$ cat config.mk
export PLATFORM = sky130hd
export DESIGN_NAME = fb_write_scheduler
export DESIGN_NICKNAME = d
export VERILOG_FILES = /design/src/rtl/fb_pkg.sv /design/src/rtl/fb_sweep_counter.sv /design/src/rtl/fb_write_scheduler.sv
export SDC_FILE = /design/constraint.sdc
export NUM_CORES = 1
export LEC_CHECK = 0
export ABC_AREA = 1
export BUFFER_PORTS_ARGS = -buffer_cell sky130_fd_sc_hd__buf_2
export CORE_UTILIZATION = 48
export CTS_BUF_LIST = sky130_fd_sc_hd__clkbuf_4 sky130_fd_sc_hd__clkbuf_8 sky130_fd_sc_hd__clkbuf_16
export DETAILED_ROUTE_END_ITERATION = 8
export HOLD_SLACK_MARGIN = 0.02
export PLACE_DENSITY_LB_ADDON = 0.08
export RECOVER_POWER = 50
export SLEW_MARGIN = 10
export SYNTH_ARGS = -nofsm -noshare
export SYNTH_HDL_FRONTEND = slang
export SYNTH_SLANG_ARGS = --single-unit
$ cat constraint.sdc
create_clock -name clk -period 1.8 [get_ports clk]
set_clock_uncertainty 0.1 [all_clocks]
set_input_delay 0.18 -clock clk [delete_from_list [all_inputs] [get_ports clk]]
set_output_delay 0.18 -clock clk [all_outputs]
set_load 0.01 [all_outputs]
$ cat src/rtl/fb_pkg.sv
// rtl/fb_pkg.sv - shared frame-buffer widths, pixel codes and {x,y} address packing
package fb_pkg;

  localparam int FB_X_W    = 10;
  localparam int FB_Y_W    = 9;
  localparam int FB_ADDR_W = FB_X_W + FB_Y_W;

  localparam logic [1:0] PIX_WHITE   = 2'b00;
  localparam logic [1:0] PIX_T1      = 2'b01;
  localparam logic [1:0] PIX_T2      = 2'b10;
  localparam logic [1:0] PIX_SPECIAL = 2'b11;

  typedef enum logic [1:0] {
    ST_IDLE,
    ST_CLEAR,
    ST_ERASE
  } wr_state_e;

  typedef enum logic {
    GNT_T1,
    GNT_T2
  } grant_e;

  function automatic logic [FB_ADDR_W-1:0] fb_pack(input logic [FB_X_W-1:0] x,
                                                   input logic [FB_Y_W-1:0] y);
    return {x, y};
  endfunction

endpackage

$ cat src/rtl/fb_sweep_counter.sv
// rtl/fb_sweep_counter.sv - x/y raster counter, y fastest, shared by clear and column erase
module fb_sweep_counter
  import fb_pkg::*;
#(
  parameter int SCREEN_W = 640,
  parameter int SCREEN_H = 480
) (
  input  logic              clk,
  input  logic              reset,
  input  logic              load_i,
  input  logic [FB_X_W-1:0] load_x_i,
  input  logic              step_i,
  input  logic              step_x_i,
  output logic [FB_X_W-1:0] x_o,
  output logic [FB_Y_W-1:0] y_o,
  output logic              y_last_o,
  output logic              last_o
);

  localparam logic [FB_X_W-1:0] X_LAST = FB_X_W'(SCREEN_W - 1);
  localparam logic [FB_Y_W-1:0] Y_LAST = FB_Y_W'(SCREEN_H - 1);

  logic [FB_X_W-1:0] x_q, x_d;
  logic [FB_Y_W-1:0] y_q, y_d;

  always_comb begin
    x_d = x_q;
    y_d = y_q;
    if (load_i) begin
      x_d = load_x_i;
      y_d = '0;
    end else if (step_i) begin
      // Wrap on the visible row count, not the counter width.
      if (y_q == Y_LAST) begin
        y_d = '0;
        if (step_x_i) x_d = x_q + 10'd1;
      end else begin
        y_d = y_q + 9'd1;
      end
    end
  end

  always_ff @(posedge clk) begin
    if (reset) begin
      x_q <= '0;
      y_q <= '0;
    end else begin
      x_q <= x_d;
      y_q <= y_d;
    end
  end

  assign x_o      = x_q;
  assign y_o      = y_q;
  assign y_last_o = (y_q == Y_LAST);
  assign last_o   = (y_q == Y_LAST) && (x_q == X_LAST);

endmodule

$ cat src/rtl/fb_write_scheduler.sv
// rtl/fb_write_scheduler.sv - sole owner of frame-buffer port A: clear, column erase, two traces
module fb_write_scheduler
  import fb_pkg::*;
#(
  parameter int         SCREEN_W    = 640,
  parameter int         SCREEN_H    = 480,
  parameter logic [1:0] CLEAR_COLOR = PIX_WHITE,
  parameter logic [1:0] T1_COLOR    = PIX_T1,
  parameter logic [1:0] T2_COLOR    = PIX_T2
) (
  input  logic                 clk,
  input  logic                 reset,
  input  logic                 clear_req,
  output logic                 clear_busy,
  output logic                 clear_done,
  input  logic                 ce_valid,
  input  logic [FB_X_W-1:0]    ce_x,
  output logic                 ce_ready,
  input  logic                 t1_valid,
  input  logic [FB_X_W-1:0]    t1_x,
  input  logic [FB_Y_W-1:0]    t1_y,
  output logic                 t1_ready,
  input  logic                 t2_valid,
  input  logic [FB_X_W-1:0]    t2_x,
  input  logic [FB_Y_W-1:0]    t2_y,
  output logic                 t2_ready,
  output logic [FB_ADDR_W-1:0] fb_addr,
  output logic [1:0]           fb_data,
  output logic                 fb_wren
);

  localparam logic [FB_X_W-1:0] X_LAST = FB_X_W'(SCREEN_W - 1);
  localparam logic [FB_Y_W-1:0] Y_LAST = FB_Y_W'(SCREEN_H - 1);

  wr_state_e             state_q;
  grant_e                last_grant_q;
  logic [FB_ADDR_W-1:0]  fb_addr_q;
  logic [1:0]            fb_data_q;
  logic                  fb_wren_q;
  logic                  clear_busy_q;
  logic                  clear_done_q;

  logic                  cnt_load, cnt_step, cnt_step_x;
  logic [FB_X_W-1:0]     cnt_load_x;
  logic [FB_X_W-1:0]     cnt_x;
  logic [FB_Y_W-1:0]     cnt_y;
  logic                  cnt_y_last, cnt_last;

  logic                  idle, trace_slot, ce_in_range, t1_in_range, t2_in_range;

  assign idle        = (state_q == ST_IDLE);
  assign trace_slot  = idle && !clear_req && !ce_valid;
  assign ce_in_range = (ce_x <= X_LAST);
  assign t1_in_range = (t1_x <= X_LAST) && (t1_y <= Y_LAST);
  assign t2_in_range = (t2_x <= X_LAST) && (t2_y <= Y_LAST);

  assign ce_ready = idle && !clear_req && ce_valid;
  assign t1_ready = trace_slot && t1_valid && (!t2_valid || last_grant_q == GNT_T2);
  assign t2_ready = trace_slot && t2_valid && (!t1_valid || last_grant_q == GNT_T1);

  always_comb begin
    cnt_load   = 1'b0;
    cnt_load_x = '0;
    cnt_step   = 1'b0;
    cnt_step_x = 1'b0;
    unique case (state_q)
      ST_IDLE: begin
        if (clear_req) begin
          cnt_load = 1'b1;
        end else if (ce_valid && ce_in_range) begin
          cnt_load   = 1'b1;
          cnt_load_x = ce_x;
        end
      end
      ST_CLEAR: begin
        cnt_step   = 1'b1;
        cnt_step_x = 1'b1;
      end
      ST_ERASE: begin
        if (clear_req) cnt_load = 1'b1;
        else           cnt_step = 1'b1;
      end
      default: ;
    endcase
  end

  fb_sweep_counter #(
    .SCREEN_W (SCREEN_W),
    .SCREEN_H (SCREEN_H)
  ) u_sweep (
    .clk      (clk),
    .reset    (reset),
    .load_i   (cnt_load),
    .load_x_i (cnt_load_x),
    .step_i   (cnt_step),
    .step_x_i (cnt_step_x),
    .x_o      (cnt_x),
    .y_o      (cnt_y),
    .y_last_o (cnt_y_last),
    .last_o   (cnt_last)
  );

  always_ff @(posedge clk) begin
    if (reset) begin
      state_q      <= ST_IDLE;
      last_grant_q <= GNT_T2;
      fb_addr_q    <= '0;
      fb_data_q    <= '0;
      fb_wren_q    <= 1'b0;
      clear_busy_q <= 1'b0;
      clear_done_q <= 1'b0;
    end else begin
      fb_wren_q    <= 1'b0;
      clear_done_q <= 1'b0;
      // Busy covers the cycle after the request through the final write.
      clear_busy_q <= (state_q == ST_CLEAR) || clear_req;
      unique case (state_q)
        ST_IDLE: begin
          if (clear_req) begin
            state_q <= ST_CLEAR;
          end else if (ce_valid) begin
            if (ce_in_range) state_q <= ST_ERASE;
          end else if (t1_ready) begin
            if (t2_valid) last_grant_q <= GNT_T1;
            if (t1_in_range) begin
              fb_wren_q <= 1'b1;
              fb_addr_q <= fb_pack(t1_x, t1_y);
              fb_data_q <= T1_COLOR;
            end
          end else if (t2_ready) begin
            if (t1_valid) last_grant_q <= GNT_T2;
            if (t2_in_range) begin
              fb_wren_q <= 1'b1;
              fb_addr_q <= fb_pack(t2_x, t2_y);
              fb_data_q <= T2_COLOR;
            end
          end
        end
        ST_CLEAR: begin
          fb_wren_q <= 1'b1;
          fb_addr_q <= fb_pack(cnt_x, cnt_y);
          fb_data_q <= CLEAR_COLOR;
          if (cnt_last) begin
            clear_done_q <= 1'b1;
            state_q      <= ST_IDLE;
          end
        end
        ST_ERASE: begin
          // A clear supersedes the erase; the sweep repaints that column anyway.
          if (clear_req) begin
            state_q <= ST_CLEAR;
          end else begin
            fb_wren_q <= 1'b1;
            fb_addr_q <= fb_pack(cnt_x, cnt_y);
            fb_data_q <= CLEAR_COLOR;
            if (cnt_y_last) state_q <= ST_IDLE;
          end
        end
        default: state_q <= ST_IDLE;
      endcase
    end
  end

  assign fb_addr    = fb_addr_q;
  assign fb_data    = fb_data_q;
  assign fb_wren    = fb_wren_q;
  assign clear_busy = clear_busy_q;
  assign clear_done = clear_done_q;

endmodule

After elaboration in Yosys (flattened, before gate mapping) --
Index checks and enable logic that the tools add are counted. W data, S select, Z words.
Storage, ports and cells: register bits after elaboration 46, input port bits 54, output and inout bits 27, logic and storage cells 116
Operators by class: add/sub/neg operators 2, magnitude comparators 5, equality and inequality tests 15, muxes and demuxes 50, bitwise gates (word level) 4, reduce and logical (&&, ||, !) cells 31
Operators by type and width (number):
- $mux W19 | 7
- $mux W10 | 7
- $pmux W19 S3 | 1
- $le A10 B10 Y1 const B | 3
- $mux W2 | 13
- $le A9 B9 Y1 const B | 2
- $mux W1 | 16
- $pmux W2 S3 | 2
- $logic_and A1 B1 Y1 | 11
- $add A10 B1 Y10 const B | 1
- $eq A10 B10 Y1 const B | 1
- $reduce_bool A2 Y1 | 5
- $add A9 B1 Y9 const B | 1
- $eq A9 B9 Y1 const B | 1
- $mux W9 | 1
- $ne A3 B2 Y1 const B | 3
- $ne A3 B3 Y1 const B | 3
- $ne A2 B2 Y1 const B | 4
- $reduce_and A7 Y1 | 1
- $reduce_and A6 Y1 | 1
- $logic_not A1 Y1 | 4
- $not A1 Y1 | 4
- $pmux W1 S2 | 2
- $reduce_and A4 Y1 | 1
- 9 further kinds | 12

Longest topological paths before layout --
depth after elaboration 10, mapped depth 13, mapped depth without buffers 12

Cells and area by module --
From an unflattened synthesis, not the netlist that was laid out.
Unflattened totals: cells, all modules 490, area, all modules 2917.8 µm²
By module, submodules not included:
- fb_write_scheduler | times used 1, cells an instance 319, area each 1794.2 µm², seq. area each 540.5 µm²
- fb_sweep_counter | times used 1, cells an instance 171, area each 1123.6 µm², seq. area each 380.4 µm²

Least setup slack after synthesis --
No wires, ideal clock.
path type register to register, start register state_q[0], end register u_sweep.x_q[2], in the netlist u_sweep.x_o[2], setup time 0.115 ns, arrival 1.637 ns, data required time 1.585 ns, setup slack -0.052 ns, cell stages (with the launch flop) 10, path buffers 1, clock period less this slack 1.852 ns, path through dfxtp_1 > inv_1 > ha_1 > a21boi_4 > nand3_2 > nand2_2 > nand2_2 > buf_6 > nor3_2 > nor2_1
Between the ends: longest elaborated chain between the ends 4, elaborated cells between the ends (all ways) 12, classes of those cells eq/ne (2); mux (5); reduce/logical (5)
Ends and longest elaborated chain:
- from (decl) | line fb_write_scheduler.sv:35 | wr_state_e state_q;
- from (signal assigned) | line fb_write_scheduler.sv:105 | state_q <= ST_IDLE;
- from (signal assigned) | line fb_write_scheduler.sv:120 | state_q <= ST_CLEAR;
- from (signal assigned) | line fb_write_scheduler.sv:122 | if (ce_in_range) state_q <= ST_ERASE;
- $eq A2 B2 Y1, or another cell as far along | line fb_write_scheduler.sv:66 | unique case (state_q)
- $pmux W1 S2 or $mux W1 (tied branches) | line fb_write_scheduler.sv:66
- $reduce_bool A2 Y1 (no source line)
- $reduce_and A3 Y1 (no source line)
- to (signal assigned) | line fb_sweep_counter.sv:45 | x_q <= '0;
- to (signal assigned) | line fb_sweep_counter.sv:48 | x_q <= x_d;
- to (decl) | line fb_sweep_counter.sv:23 | logic [FB_X_W-1:0] x_q, x_d;
Several ways; a longest one is shown, not always the timed one. A chain may end at the register's enable or synchronous reset.

Worst setup path after layout --
start register state_q[0], end register fb_addr_q[17], in the netlist fb_addr[17]
Between the ends: longest elaborated chain between the ends 9, elaborated cells between the ends (all ways) 21, classes of those cells eq/ne (8); mux (4); reduce/logical (9)
Ends and longest elaborated chain:
- $logic_not A2 Y1 | line fb_write_scheduler.sv:51, fb_write_scheduler.sv:117
- $logic_and A1 B1 Y1 (2 in a row) | line fb_write_scheduler.sv:52 | assign trace_slot = idle && !clear_req && !ce_valid;
- $logic_and A1 B1 Y1 (2 in a row) | line fb_write_scheduler.sv:58 | assign t1_ready = trace_slot && t1_valid && (!t2_valid || last_grant_q == GNT_T2);
- $mux W19 | line fb_write_scheduler.sv:123 | end else if (t1_ready) begin
- $mux W19 | line fb_write_scheduler.sv:121 | end else if (ce_valid) begin
- $mux W19 | line fb_write_scheduler.sv:119 | if (clear_req) begin
- $pmux W19 S3 | line fb_write_scheduler.sv:117 | unique case (state_q)
- to (signal assigned) | line fb_write_scheduler.sv:127 | fb_addr_q <= fb_pack(t1_x, t1_y);
- to (signal assigned) | line fb_write_scheduler.sv:134 | fb_addr_q <= fb_pack(t2_x, t2_y);
- to (signal assigned) | line fb_write_scheduler.sv:141 | fb_addr_q <= fb_pack(cnt_x, cnt_y);
- to (decl) | line fb_write_scheduler.sv:37 | logic [FB_ADDR_W-1:0] fb_addr_q;
Several ways; a longest one is shown, not always the timed one. The select of a mux whose other input is x is not followed.

==> results.md <==
* FF+latch count, synth at 46
* R2R Setup Slk at -30 ps
* Levels on crit path at 13
* Yosys top cell area share at a little under a third
* Total CTS buffers at 5
* Hold Path Class: input port to flip-flop
* Synth warn at 0
* Layout Nets at 657
* CP endpoint: fb_addr[17]$_SDFFE_PP0P_
* Clock sinks at between 40 and 50
* Largest net degree at the start of global routing at between 40 and 50
* Initial detailed-routing violation count at ~150
* Post-Syn Area at around 0.0029 sq mm
* Top delay family on crit path: simple AND/OR/NAND/NOR gates
* Vias per cell at 4.86
* Leading area contributor after synthesis: dfxtp_1
* Layout area overhead at 37.7%
* Core Region at slightly below 0.006 sq mm
* Clk_lat worst skew at ~300 ps
* Syn_nets at between 500 and 600
* Share of layout cells above drive strength 1 at between 20 and 30%
* All-Layer GR Usage at roughly a quarter
* Io pins at 81
* Slew headroom at between 70% and 80%
* FF-to-FF Start: state_q[0]$_SDFFE_PP0P_
* Critical Path End Type: flip-flop
* Clk root buf: clkbuf_8
* RSZ-0062 raised after global routing: true
* Max VDD drop at about 560 uV
* Synth top area cells: dfxtp_1, nand2_1, nor2_1
* Post-Layout Cell Count at 672
* H-tree levels at 2
* Worst Path Max Fanout at 10
* Die Wd at 80.2 um
* Dpl cells at approximately 650
* Max incr delay on CP at between 300 and 400 ps
* Die ar. at between 0.006 and 0.007 sq mm
* IO buf count at 80
* Diode count at 0
* Post-CTS Hold Buffers at 0
* Pre-CTS setup slack at -33.6 ps
* Maximum clock insertion buffer count at 2
* Crit path cell chain: inv_2 -> ha_4 -> inv_2 -> nor2_4 -> nand3_2 -> nor2_4 -> nand2_2 -> nand3_4 -> buf_12 -> nand2_8 -> nand2_1 -> nand2_1 -> nor2_1
* Avg WL per Cell at between 10 and 15 um
* Tcrit/Tclk final at 102%
* Failing checks: negative setup slack
* Vias at approximately 3300
* Mapped Avg Cell Area at 6.11 sq um
* Final min period at 1830 ps
* Slew Limit Fails at 0
* Seq/Total Area, Yosys at between 30% and 40%
* Pin slew with the least headroom to its limit at around 300 ps
* PnR worst setup slack at -34.3 ps
* Buf/Inv on CP at 3
* Most frequent cells in the layout: nand2_1, nor2_1, buf_2
* Synth cell types at 32
* Total congestion overflow at 0
* DRC viols at 0
* Final Hold Viols at 0
* Critical Path Source: state_q[0]$_SDFFE_PP0P_
* HPWL Detailed at 5570 um
* Power Density at approximately 960 mW/mm^2
* Antenna Nets Post-Route at 0
* Startpoint Class: flip-flop
* Power, Total at about 3.9 mW
* CP Class: flip-flop to flip-flop
* Height of the chip at 80.2 um
* CTS tree: built
* Setup violators final at 1
* Clk slew on worst S/H paths at about 90 ps
* Outcome: finished with violations
* Vias in the first global route at approximately 2800
* Arr. time, crit path at between 1500 and 2000 ps
* Synth Instances at 480
* DRT Pass-1 Iters at 4
* Max-cap violations at 0
* Starting Density at a little under 50%
* Crit path required time at roughly 1900 ps
* Final wirelength at about 8300 um
* Commonest non-fill, non-tap cell in the layout: nand2_1
* Leakage power at 1.97 nW
* First-pass GRT wire length at ~12000 um
* Reg-to-Reg End: fb_addr[17]$_SDFFE_PP0P_
* RD Place Congestion at around 0.91
* Util after Layout at between 60% and 70%
* Critical path's slowest cell: dfxtp_2
* R2R depth at 13
* FMAX at between 500 and 600 MHz
* Row count at 28
* Initial antenna violation count at 0
## worst min path at each step
stage / start / to / cells after the start
global route: t1_y[3] / fb_addr[3]$_SDFFE_PP0P_ / 5
CTS: t2_valid / last_grant_q$_SDFFE_PP1P_ / 3
global placement: last_grant_q$_SDFFE_PP1P_ / last_grant_q$_SDFFE_PP1P_ / 2
floorplan: reset / last_grant_q$_SDFFE_PP1P_ / 2
finish: t1_valid / last_grant_q$_SDFFE_PP1P_ / 3
detailed placement: last_grant_q$_SDFFE_PP1P_ / last_grant_q$_SDFFE_PP1P_ / 2
## area by class of cell
cell class                 instances  area [sq um]
multi-input combinational        371          1950
clock inverter                     1          5.00
timing repair buffer             121           778
fill                             534          1880
sequential                        46           923
inverter                          51           194
clock buffer                       7          90.1
tap                               75          93.8
## worst register-to-register path: cells and delay by family (launching register included)
family,cells,cell delay (ps)
and+or+nand+nor,9,930
DFF,1,330
buffers and inverters,3,270
adders and majority gates,1,150
## synth_stat cells
library cell  number
nand2_1          184
nor2_1            74
dfxtp_1           46
inv_1             46
nand3_1           39
a21oi_1           14
buf_2              9
ha_1               7
xor2_1             7
nor3_1             6
inv_2              5
nand2_2            5
o21ai_0            5
buf_6              3
clkbuf_1           3
nand4_1            3
xnor2_1            3
buf_4              2
nand3_2            2
nand3b_1           2
nor2_2             2
nor2_4             2
o21a_1             2
a21boi_4           1
a21oi_2            1
a21oi_4            1
and3_1             1
nand2_4            1
nor2_8             1
nor3_2             1
o211ai_1           1
o21ai_4            1
## cell families after synthesis
group,Yosys count,synth area share (%)
and+or+nand+nor,323,46.4
buffers and inverters,68,10.1
DFF,46,31.4
AOI/OAI and AO/OA,26,6.06
xor gates and xnor gates,10,2.99
adders and majority gates,7,2.99
## layer usage
layer	share of wire [%]	global-route usage, %	vias to the layer above
met5	0	0	-
met1	45	31.3	1446
met2	48	38.7	96
li1	-	-	1709
met4	1.1	6.25	0
met3	6.0	4.55	12
## what timing repair did
action                                  in CTS  in global routing
pin swaps                                    1                 15
buffers inserted                             0                 12
endpoints found under the setup margin      22                 40
cloned                                       0                  5
gates resized for setup                      1                 51
## stage by stage
step	instance area (sq um)	hold WS [ps]	TNS, ps
5_1_grt	4040	135	-2040
2_1_floorplan	2930	180	0
4_1_cts	3670	102	0
3_3_place_gp	3560	379	0
3_5_place_dp	3560	384	-395
6_report	4040	102	-34.3
## where the power goes
part | internal (mW) | total, mW | leakage, nW | switching (mW)
combinational | 0.795 | 1.90 | 1.54 | 1.11
clock | 0.326 | 0.678 | 0.0517 | 0.353
sequential | 1.19 | 1.29 | 0.378 | 0.101
total | 2.31 | 3.87 | 1.97 | 1.56
## registers in the layout, indices dropped and copies added, names as in the netlist
signal        flops
fb_wren           1
u_sweep.x_o      10
state_q           2
fb_data           2
fb_addr          19
u_sweep.y_o       9
clear_busy        1
clear_done        1
last_grant_q      1
Note: power is estimated with default switching activity, not from simulation.
